==> config.mk <==
export PLATFORM = sky130hd
export DESIGN_NAME = multicycle_controller
export DESIGN_NICKNAME = d
export VERILOG_FILES = /design/src/rtl/multicycle_controller_pkg.sv /design/src/rtl/multicycle_controller_instr_decoder.sv /design/src/rtl/multicycle_controller.sv
export SDC_FILE = /design/constraint.sdc
export NUM_CORES = 1
export LEC_CHECK = 0
export ABC_AREA = 0
export BUFFER_PORTS_ARGS = -buffer_cell sky130_fd_sc_hd__buf_2
export CORE_MARGIN = 2
export CORE_UTILIZATION = 50
export DETAILED_ROUTE_END_ITERATION = 16
export PLACE_DENSITY = 0.79
export RECOVER_POWER = 25
export REMOVE_ABC_BUFFERS = 1
export SLEW_MARGIN = 20
export SYNTH_ARGS = -nofsm -noshare
export SYNTH_HDL_FRONTEND = slang
export SYNTH_SLANG_ARGS = --single-unit
==> constraint.sdc <==
create_clock -name clk -period 2.35 [get_ports clk]
set_clock_uncertainty 0.05 [all_clocks]
set_input_delay 0.5875 -clock clk [delete_from_list [all_inputs] [get_ports clk]]
set_output_delay 0.5875 -clock clk [all_outputs]
set_load 0.02 [all_outputs]
==> src/rtl/multicycle_controller_pkg.sv <==
// Shared ALU encodings, RV32 opcodes and state/format types for the
// multi-cycle controller and its instruction decoder.
package controller_pkg;

    localparam logic [3:0] ALU_ADD  = 4'd0;
    localparam logic [3:0] ALU_SUB  = 4'd1;
    localparam logic [3:0] ALU_SLL  = 4'd2;
    localparam logic [3:0] ALU_SLT  = 4'd3;
    localparam logic [3:0] ALU_SLTU = 4'd4;
    localparam logic [3:0] ALU_XOR  = 4'd5;
    localparam logic [3:0] ALU_SRL  = 4'd6;
    localparam logic [3:0] ALU_SRA  = 4'd7;
    localparam logic [3:0] ALU_OR   = 4'd8;
    localparam logic [3:0] ALU_AND  = 4'd9;

    localparam logic [6:0] OP_R      = 7'b0110011;
    localparam logic [6:0] OP_IMM    = 7'b0010011;
    localparam logic [6:0] OP_LOAD   = 7'b0000011;
    localparam logic [6:0] OP_STORE  = 7'b0100011;
    localparam logic [6:0] OP_BRANCH = 7'b1100011;

    typedef enum logic [2:0] {
        ST_FETCH, ST_DECODE, ST_EXECUTE, ST_MEM, ST_WRITEBACK, ST_TRAP
    } state_e;

    typedef enum logic [2:0] {
        FMT_R, FMT_IMM, FMT_LOAD, FMT_STORE, FMT_BRANCH, FMT_NONE
    } fmt_e;

    // alt selects sub/sra over add/srl (func7 bit 5).
    function automatic logic [3:0] arith_op(input logic [2:0] funct3, input logic alt);
        logic [3:0] op;
        case (funct3)
            3'd0:    op = alt ? ALU_SUB : ALU_ADD;
            3'd1:    op = ALU_SLL;
            3'd2:    op = ALU_SLT;
            3'd3:    op = ALU_SLTU;
            3'd4:    op = ALU_XOR;
            3'd5:    op = alt ? ALU_SRA : ALU_SRL;
            3'd6:    op = ALU_OR;
            default: op = ALU_AND;
        endcase
        return op;
    endfunction

endpackage

==> src/rtl/multicycle_controller_instr_decoder.sv <==
// Combinational RV32 decode: legality, format class, ALU operation and the
// static operand / write-back select outputs.
module instr_decoder
    import controller_pkg::*;
#(
    parameter int unsigned INSTR_WIDTH  = 32,
    parameter int unsigned ALU_OP_WIDTH = 4
) (
    input  logic [INSTR_WIDTH-1:0]  instruction,
    output logic                    legal,
    output fmt_e                    fmt,
    output logic [ALU_OP_WIDTH-1:0] alu_op,
    output logic                    sel_bw_imm_rs2,
    output logic                    wr_back_sel
);

    logic [6:0] opcode;
    logic [2:0] funct3;
    logic [6:0] funct7;
    logic       unused_fields;

    assign opcode        = instruction[6:0];
    assign funct3        = instruction[14:12];
    assign funct7        = instruction[31:25];
    assign unused_fields = ^{instruction[24:15], instruction[11:7]};

    always_comb begin
        legal          = 1'b0;
        fmt            = FMT_NONE;
        alu_op         = ALU_OP_WIDTH'(ALU_ADD);
        sel_bw_imm_rs2 = 1'b1;
        wr_back_sel    = 1'b1;
        case (opcode)
            OP_R: begin
                fmt    = FMT_R;
                legal  = (funct7 == 7'h00) ||
                         (funct7 == 7'h20 && (funct3 == 3'd0 || funct3 == 3'd5));
                alu_op = ALU_OP_WIDTH'(arith_op(funct3, funct7[5]));
            end
            OP_IMM: begin
                fmt            = FMT_IMM;
                sel_bw_imm_rs2 = 1'b0;
                case (funct3)
                    3'd1:    legal = (funct7 == 7'h00);
                    3'd5:    legal = (funct7 == 7'h00) || (funct7 == 7'h20);
                    default: legal = 1'b1;
                endcase
                // Only the shift-right immediate uses func7 to pick arithmetic.
                alu_op = ALU_OP_WIDTH'(arith_op(funct3, (funct3 == 3'd5) && funct7[5]));
            end
            OP_LOAD: begin
                fmt            = FMT_LOAD;
                sel_bw_imm_rs2 = 1'b0;
                wr_back_sel    = 1'b0;
                legal          = (funct3 != 3'd3) && (funct3 != 3'd6) && (funct3 != 3'd7);
            end
            OP_STORE: begin
                fmt            = FMT_STORE;
                sel_bw_imm_rs2 = 1'b0;
                legal          = (funct3 <= 3'd2);
            end
            OP_BRANCH: begin
                fmt    = FMT_BRANCH;
                alu_op = ALU_OP_WIDTH'(ALU_SUB);
                legal  = (funct3 != 3'd2) && (funct3 != 3'd3);
            end
            default: ;
        endcase
    end

endmodule

==> src/rtl/multicycle_controller.sv <==
// Multi-cycle RV32 control FSM: fetch/decode/execute/mem/writeback sequencing,
// dmem timeout and illegal-instruction traps, and the retired-instruction count.
module multicycle_controller
    import controller_pkg::*;
#(
    parameter int unsigned INSTR_WIDTH  = 32,
    parameter int unsigned ALU_OP_WIDTH = 4,
    parameter int unsigned MEM_TIMEOUT  = 16,
    parameter int unsigned CNT_WIDTH    = 32
) (
    input  logic                    clk,
    input  logic                    rst_n,
    input  logic [INSTR_WIDTH-1:0]  instruction,
    input  logic                    imem_valid,
    input  logic                    dmem_ready,
    input  logic                    branch_taken,
    output logic                    imem_req,
    output logic                    ir_write,
    output logic                    pc_write,
    output logic                    pc_sel,
    output logic [ALU_OP_WIDTH-1:0] alu_op,
    output logic                    sel_bw_imm_rs2,
    output logic                    regfile_write_enable,
    output logic                    dmem_read_en,
    output logic                    dmem_write_en,
    output logic                    wr_back_sel,
    output logic                    illegal_instr,
    output logic                    mem_fault,
    output logic [CNT_WIDTH-1:0]    instret
);

    localparam int unsigned WAIT_W = $clog2(MEM_TIMEOUT + 1);

    state_e                    state_q, state_d;
    logic [WAIT_W-1:0]         wait_q, wait_d;
    logic                      illegal_q, illegal_d;
    logic                      fault_q, fault_d;
    logic [CNT_WIDTH-1:0]      instret_q, instret_d;

    logic                      dec_legal;
    fmt_e                      dec_fmt;
    logic [ALU_OP_WIDTH-1:0]   dec_alu_op;

    instr_decoder #(
        .INSTR_WIDTH  (INSTR_WIDTH),
        .ALU_OP_WIDTH (ALU_OP_WIDTH)
    ) u_decoder (
        .instruction    (instruction),
        .legal          (dec_legal),
        .fmt            (dec_fmt),
        .alu_op         (dec_alu_op),
        .sel_bw_imm_rs2 (sel_bw_imm_rs2),
        .wr_back_sel    (wr_back_sel)
    );

    always_comb begin
        state_d              = state_q;
        wait_d               = wait_q;
        illegal_d            = illegal_q;
        fault_d              = fault_q;
        instret_d            = instret_q;
        imem_req             = 1'b0;
        ir_write             = 1'b0;
        pc_write             = 1'b0;
        pc_sel               = 1'b0;
        alu_op               = ALU_OP_WIDTH'(ALU_ADD);
        regfile_write_enable = 1'b0;
        dmem_read_en         = 1'b0;
        dmem_write_en        = 1'b0;
        case (state_q)
            ST_FETCH: begin
                imem_req = rst_n;
                ir_write = rst_n && imem_valid;
                if (imem_valid) state_d = ST_DECODE;
            end
            ST_DECODE: begin
                if (!dec_legal) begin
                    illegal_d = 1'b1;
                    state_d   = ST_TRAP;
                end else begin
                    state_d = ST_EXECUTE;
                end
            end
            ST_EXECUTE: begin
                alu_op = dec_alu_op;
                wait_d = '0;
                case (dec_fmt)
                    FMT_LOAD, FMT_STORE: state_d = ST_MEM;
                    FMT_BRANCH: begin
                        pc_write  = 1'b1;
                        pc_sel    = branch_taken;
                        instret_d = instret_q + CNT_WIDTH'(1);
                        state_d   = ST_FETCH;
                    end
                    default: state_d = ST_WRITEBACK;
                endcase
            end
            ST_MEM: begin
                dmem_read_en  = (dec_fmt == FMT_LOAD);
                dmem_write_en = (dec_fmt == FMT_STORE);
                // Ready is tested before the timeout so a late ready still completes.
                if (dmem_ready) begin
                    if (dec_fmt == FMT_LOAD) begin
                        state_d = ST_WRITEBACK;
                    end else begin
                        pc_write  = 1'b1;
                        instret_d = instret_q + CNT_WIDTH'(1);
                        state_d   = ST_FETCH;
                    end
                end else if (wait_q == WAIT_W'(MEM_TIMEOUT - 1)) begin
                    fault_d = 1'b1;
                    state_d = ST_TRAP;
                end else begin
                    wait_d = wait_q + WAIT_W'(1);
                end
            end
            ST_WRITEBACK: begin
                regfile_write_enable = 1'b1;
                pc_write             = 1'b1;
                instret_d            = instret_q + CNT_WIDTH'(1);
                state_d              = ST_FETCH;
            end
            default: ;
        endcase
    end

    always_ff @(posedge clk) begin
        if (!rst_n) begin
            state_q   <= ST_FETCH;
            wait_q    <= '0;
            illegal_q <= 1'b0;
            fault_q   <= 1'b0;
            instret_q <= '0;
        end else begin
            state_q   <= state_d;
            wait_q    <= wait_d;
            illegal_q <= illegal_d;
            fault_q   <= fault_d;
            instret_q <= instret_d;
        end
    end

    assign illegal_instr = illegal_q;
    assign mem_fault     = fault_q;
    assign instret       = instret_q;

endmodule

==> flow_metrics.tcl, run 1 <==
set metrics [dict create \
    setup_violations 0 \
    syn_inst 314 \
    ys_top_cells_by_count "dfxtp_1, a21oi_1, nand2_1, nor2_1, o21ai_0" \
    drt_iter0_drc 151 \
    cts_made_buffers 5 \
    drv_cap 0 \
    die_h_um 74.6 \
    clk_pin_slew_worst_paths_ns 0.08 \
    finalCriticalPeriod_ns 2.31 \
    synth_edf_count 0 \
    vias 2645 \
    worstPathArrival_ns 1.68 \
    wl_per_cell_um 13.8 \
    regToRegSetupSlack_ns 0.20 \
    nets 429 \
    hold_depth 2 \
    clk_latency_ns 0.30 \
    avgSynthCellArea_um2 7.93 \
    portBuffers 68 \
    max-vdd-ir-drop_uv 282 \
    cts.sink_count 42 \
    reg2regPathDepth 7 \
    antenna_found_initial 0 \
    layout-area-overhead-vs-synth_pct 24.5 \
    h-tree-depth 2 \
    crit_chain "buf_2 > or3_4 > or2_2 > nor2_2 > buf_4" \
    timing.rr.end "instret[15]$_SDFFE_PN0P_" \
    rows 25 \
    fin_util 0.652 \
    setup_tns_ns 0 \
    cts_tree "yes" \
    antenna_left 0 \
    initial_utilization 0.523 \
    start_kind "input port" \
    cp_slowest_cell "or3_4" \
    die_area_um2 5560 \
    ys_top_cells_by_area "dfxtp_1, a21oi_1, or4_1, nand2_1, nor2_1" \
    async_flop_share 0 \
    ys_ff_latch 42 \
    gp_congestion 0.894 \
    synth_area_um2 2490 \
    synth_top_area_share 0.338 \
    drv_slew 0 \
    grt_pass1_wl_mm 10.7 \
    fin_crit_sh 0.984 \
    hold_violations 0 \
    io_pins 84 \
    synth_top_area_cell "dfxtp_1" \
    cts_root_buffer "clkbuf_8" \
    dpl.hpwl_mm 4.51 \
    die_w_um 74.6 \
    grt_pass1_vias 2383 \
    p_per_area_nw_per_um2 428 \
    viasPerCell 5.79 \
    critPathKind "input port to output pin" \
    drc_errors 0 \
    worst_path_largest_cell_delay_ns 0.40 \
    yosysWarnings 0 \
    path_buf_inv 2 \
    globalRouteTotalUtil 0.242 \
    cts_hold_buf 0 \
    core_um2 4750 \
    gr-total-overflow 0 \
    ys_types 55 \
    worstPathMaxFanout 5 \
    cp_data_required_time_ns 1.71 \
    min_to "instret[31]$_SDFFE_PN0P_" \
    worst_pin_slew_ns 0.445 \
    fmax_mhz 432 \
    seq_area_frac_synth 0.338 \
    p_leak_nw 1.17 \
    firstDrtPassIters 4 \
    holdWs_ns 0.434 \
    cts_buffer_depth 2 \
    rr_startpoint "state_q[2]$_SDFFE_PN0P_" \
    maxSlewHeadroom 0.701 \
    outcome "finished clean" \
    hp-class "flop to flop" \
    worstSetupEndpointType "output pin" \
    min_from "instret[31]$_SDFFE_PN0P_" \
    wl_mm 6.30 \
    synthFlopType "dfxtp_1" \
    drive_above_1_share 0.244 \
    crit_family "simple AND/OR/NAND/NOR gates" \
    grt_max_degree 36 \
    yosysMostFrequentCell "dfxtp_1" \
    num_antenna_cells 0 \
]
==> what timing repair did <==
action                                  CTS  global route
pin swaps                                 1             0
cloned                                    0             0
setup buffers                             1             0
endpoints found under the setup margin    4             4
gates resized for setup                   2             9
==> area by class of cell <==
type                       count  area [um^2]
clock inverter                 2         13.8
multi-input combinational    245         1580
tap                           67         83.8
timing repair buffer          85          470
inverter                      10         37.5
fill                         445         1660
clock buffer                   6         72.6
sequential                    42          843
==> per-stage QoR <==
stage,total power [W],cells,instance area (um^2),setup WS [ns]
2_1_floorplan,0.000802,297,2420,-0.546
3_3_place_gp,0.000865,448,2990,-0.0952
3_5_place_dp,0.000870,448,2990,-0.0875
4_1_cts,0.00134,457,3100,0.0117
5_1_grt,0.00138,457,3100,-0.00378
6_report,0.00133,457,3100,0.0365
==> how the worst max path moves through the flow <==
stage / endpoint / from / slack (ns) / depth (start not counted)
3_5_place_dp: dmem_write_en / instruction[2] / -0.09 / 5
6_report: dmem_read_en / instruction[4] / 0.04 / 5
2_1_floorplan: ir_write / rst_n / -0.55 / 3
4_1_cts: dmem_write_en / state_q[0]$_SDFFE_PN0P_ / 0.01 / 4
3_3_place_gp: dmem_write_en / instruction[2] / -0.1 / 5
5_1_grt: dmem_write_en / instruction[2] / -0.004 / 5
==> layout by cell type, fill, tap and decap left out, drive strengths merged, types with 2 or more instances in the layout <==
cell type  Yosys  layout
mux2i          3       3
nor2          27      27
nand2b         8       8
a31oi          4       4
nor3           4       4
a211oi         3       3
a21oi         31      31
xnor2          2       2
o211ai         4       4
nor4           6       6
o31ai         10      10
nor3b          4       4
a31o           2       2
o21ai         18      18
o311ai         2       2
xor2           3       3
inv            9       9
nand2         27      27
or4           15      15
and4           3       3
clkinv         1       3
nand4         10      10
or2            3       3
o211a          2       2
nand3         12      12
clkbuf        11      26
o41ai          3       3
and3           3       3
ha             3       3
buf            6      65
dfxtp         42      42
or3           12      12
nor2b          4       4
a21o           2       2
==> metal layers <==
layer | up-vias | GRT usage | share of wire
met2 | 84 | 0.418 | 0.48
li1 | 1334 | - | -
met4 | 0 | 0.0675 | 0.012
met5 | - | 0 | 0
met1 | 1220 | 0.305 | 0.44
met3 | 7 | 0.0515 | 0.059
==> kinds of logic after synthesis <==
logic type,after synthesis,synth area share
compound gates,89,0.232
xor+xnor,5,0.0176
fa+ha+maj,3,0.0151
buf+inv,27,0.0432
flops,42,0.338
mux,3,0.0121
simple gates,145,0.342
==> report_power, final <==
part / switching [W] / internal, W
Clock: 0.000257 / 0.000210
Combinational: 0.0000769 / 0.0000566
Sequential: 0.00000975 / 0.000717
==> worst reg2reg max path, stage by stage, from the launching register on <==
cell	delay, ns
dfxtp_1	0.41
and4b_1	0.33
o21a_1	0.18
buf_4	0.14
o2111ai_4	0.14
buf_12	0.19
or4_1	0.50
a21oi_1	0.15
==> flip-flops by register name, indices dropped and copies added (netlist names) <==
register       flops
mem_fault          1
illegal_instr      1
state_q            3
wait_q             5
instret           32
Note: power is estimated with default switching activity, not from simulation.
==> run 2: changes to the inputs <==
--- a/config.mk
+++ b/config.mk
@@ -5,14 +5,15 @@
 export SDC_FILE = /design/constraint.sdc
 export NUM_CORES = 1
 export LEC_CHECK = 0
-export ABC_AREA = 0
+export ABC_AREA = 1
 export BUFFER_PORTS_ARGS = -buffer_cell sky130_fd_sc_hd__buf_2
 export CORE_MARGIN = 2
-export CORE_UTILIZATION = 50
+export CORE_UTILIZATION = 52
 export DETAILED_ROUTE_END_ITERATION = 16
-export PLACE_DENSITY = 0.79
+export PLACE_DENSITY = 0.8
 export RECOVER_POWER = 25
 export REMOVE_ABC_BUFFERS = 1
+export SETUP_SLACK_MARGIN = 0.15
 export SLEW_MARGIN = 20
 export SYNTH_ARGS = -nofsm -noshare
 export SYNTH_HDL_FRONTEND = slang
==> flow_metrics.tcl, run 2 <==
set metrics [dict create \
    drt_iter0_drc 174 \
    synth_top_area_cell "dfxtp_1" \
    fin_crit_sh 0.936 \
    antenna_found_initial 0 \
    yosysWarnings 0 \
    cts_made_buffers 5 \
    min_from "illegal_instr$_SDFFE_PN0P_" \
    cts_tree "yes" \
    num_antenna_cells 0 \
    async_flop_share 0 \
    avgSynthCellArea_um2 6.28 \
    portBuffers 68 \
    largest_register_ffs 32 \
    antenna_left 0 \
    ys_ff_latch 42 \
    finalWorstSetupSlack_ns 0.151 \
    worstPathArrival_ns 1.56 \
    n_fill_cell 483 \
    start_kind "flop" \
    cts_buffer_depth 2 \
    clk_latency_ns 0.30 \
    ys_top_cells_by_area "dfxtp_1, nand2_1, nor2_1, inv_1, a21oi_1" \
    cp_data_required_time_ns 1.71 \
    wl_per_cell_um 12.3 \
    grt_setup_unrepaired "yes" \
    hp-class "flop to flop" \
    rows 26 \
    final_cell_mix "nand2_1, nor2_1, inv_1" \
    critPathKind "flop to output pin" \
    worstPathMaxFanout 4 \
    layout_commonest_cell "nand2_1" \
    max-vdd-ir-drop_uv 251 \
    drv_cap 0 \
    ys_types 38 \
    initial_utilization 0.545 \
    nets 565 \
    maxSlewHeadroom 0.761 \
    hold_depth 2 \
    layout-area-overhead-vs-synth_pct 21.8 \
    min_to "illegal_instr$_SDFFE_PN0P_" \
    dpl.hpwl_mm 5.40 \
    hold_violations 0 \
    p_per_area_nw_per_um2 481 \
    cts_hold_buf 0 \
    grt_pass1_wl_mm 12.0 \
    p_leak_nw 1.38 \
    vias 3116 \
    reg2regPathDepth 10 \
    die_w_um 77.4 \
    io_pins 84 \
    die_h_um 77.4 \
    syn_inst 446 \
    timing.rr.end "wait_q[3]$_SDFFE_PN0P_" \
    ys_top_cells_by_count "nand2_1, nor2_1, inv_1, dfxtp_1, a21oi_1" \
    clk_pin_slew_worst_paths_ns 0.07 \
    yosysMostFrequentCell "nand2_1" \
    setup_tns_ns 0 \
    fin_util 0.664 \
    synthFlopType "dfxtp_1" \
    worstSetupEndpointType "output pin" \
    die_area_um2 5990 \
    regToRegSetupSlack_ns 0.44 \
    cts.sink_count 42 \
    h-tree-depth 2 \
    core_um2 5140 \
    drv_slew 0 \
    seq_area_frac_synth 0.300 \
    gr-total-overflow 0 \
    outcome "finished clean" \
    place_ws_ns 0.0796 \
    viasPerCell 5.23 \
    synth_top_area_share 0.300 \
    grt_max_degree 26 \
    globalRouteTotalUtil 0.244 \
    fmax_mhz 455 \
    drc_errors 0 \
    cts_root_buffer "clkbuf_8" \
    drive_above_1_share 0.183 \
    grt_pass1_vias 2700 \
    firstDrtPassIters 5 \
    rr_startpoint "wait_q[0]$_SDFFE_PN0P_" \
    wl_mm 7.34 \
    gp_congestion 0.938 \
    setup_violations 0 \
    synth_edf_count 0 \
    synth_area_um2 2800 \
    worst_pin_slew_ns 0.355 \
    finalCriticalPeriod_ns 2.20 \
]
## run 2: cell types whose count changed in the layout (fill, tap and decap cells not counted), sizes merged, moves of 10 or more
cell / previous run / this run
or4: 15 / 0
nor3: 4 / 30
nor2: 27 / 65
o31ai: 10 / 0
or3: 12 / 0
inv: 9 / 55
nand2: 27 / 125
## run 2: final cells by class
cell class	instances	area, um^2	share of cell area
multi-input cells	339	1690	0.495
flip-flops and latches	42	845	0.248
inverters	55	209	0.0613
repair buffers	82	470	0.138
clock buffers	6	72.6	0.0213
well taps	70	87.6	0.0257
clock inverters	2	37.5	0.0110
## run 2: power breakdown
part,internal (W),leakage (nW),switching [W]
sequential,0.000729,0.340,0.0000227
combinational,0.000107,0.986,0.000212
clock,0.000317,0.0514,0.000251
total,0.00115,1.38,0.000486
## run 2: timing repair
item,in CTS,in global routing
gates resized for setup,7,8
setup endpoints to repair,4,6
gates cloned,0,0
pin swaps,4,5
buffers inserted,5,1
## run 2: stage by stage
stage / std cells / power (W) / hold slack (ns) / cell area [um^2]
finish: 596 / 0.00164 / 0.403 / 3410
global route: 596 / 0.00171 / 0.444 / 3410
CTS: 595 / 0.00163 / 0.403 / 3410
detailed placement: 582 / 0.00107 / 0.395 / 3220
global placement: 582 / 0.00106 / 0.395 / 3220
floorplan: 436 / 0.000943 / 0.391 / 2720
## run 2: logic make-up after synthesis
group	Yosys count	share of synthesized area
simple gates	261	0.426
buf+inv	65	0.101
compound gates	61	0.116
flops	42	0.300
xor+xnor	14	0.0438
fa+ha+maj	3	0.0134
## run 2: worst max-delay path by stage
stage,start,endpoint,slack (ns),depth (start not counted)
floorplan,instruction[2],alu_op[2],0.11,5
finish,state_q[1]$_SDFFE_PN0P_,alu_op[2],0.15,5
CTS,instruction[2],alu_op[2],0.15,7
detailed placement,instruction[2],alu_op[0],0.08,7
global route,state_q[1]$_SDFFE_PN0P_,alu_op[2],0.07,5
global placement,instruction[2],alu_op[2],0.12,7
## run 2: layer usage
layer	wire, um	vias up	track usage
li1	-	1596	-
met3	473	16	0.0419
met1	3310	1389	0.322
met2	3400	115	0.397
met4	165	0	0.0929
met5	0	-	0
## run 2: worst max-delay path, stage by stage, from the launching register on
cell and delay, ns:
dfxtp_4 0.37, inv_4 0.04, nor3_4 0.25, nand4_1 0.21
nor3b_1 0.21, buf_2 0.19
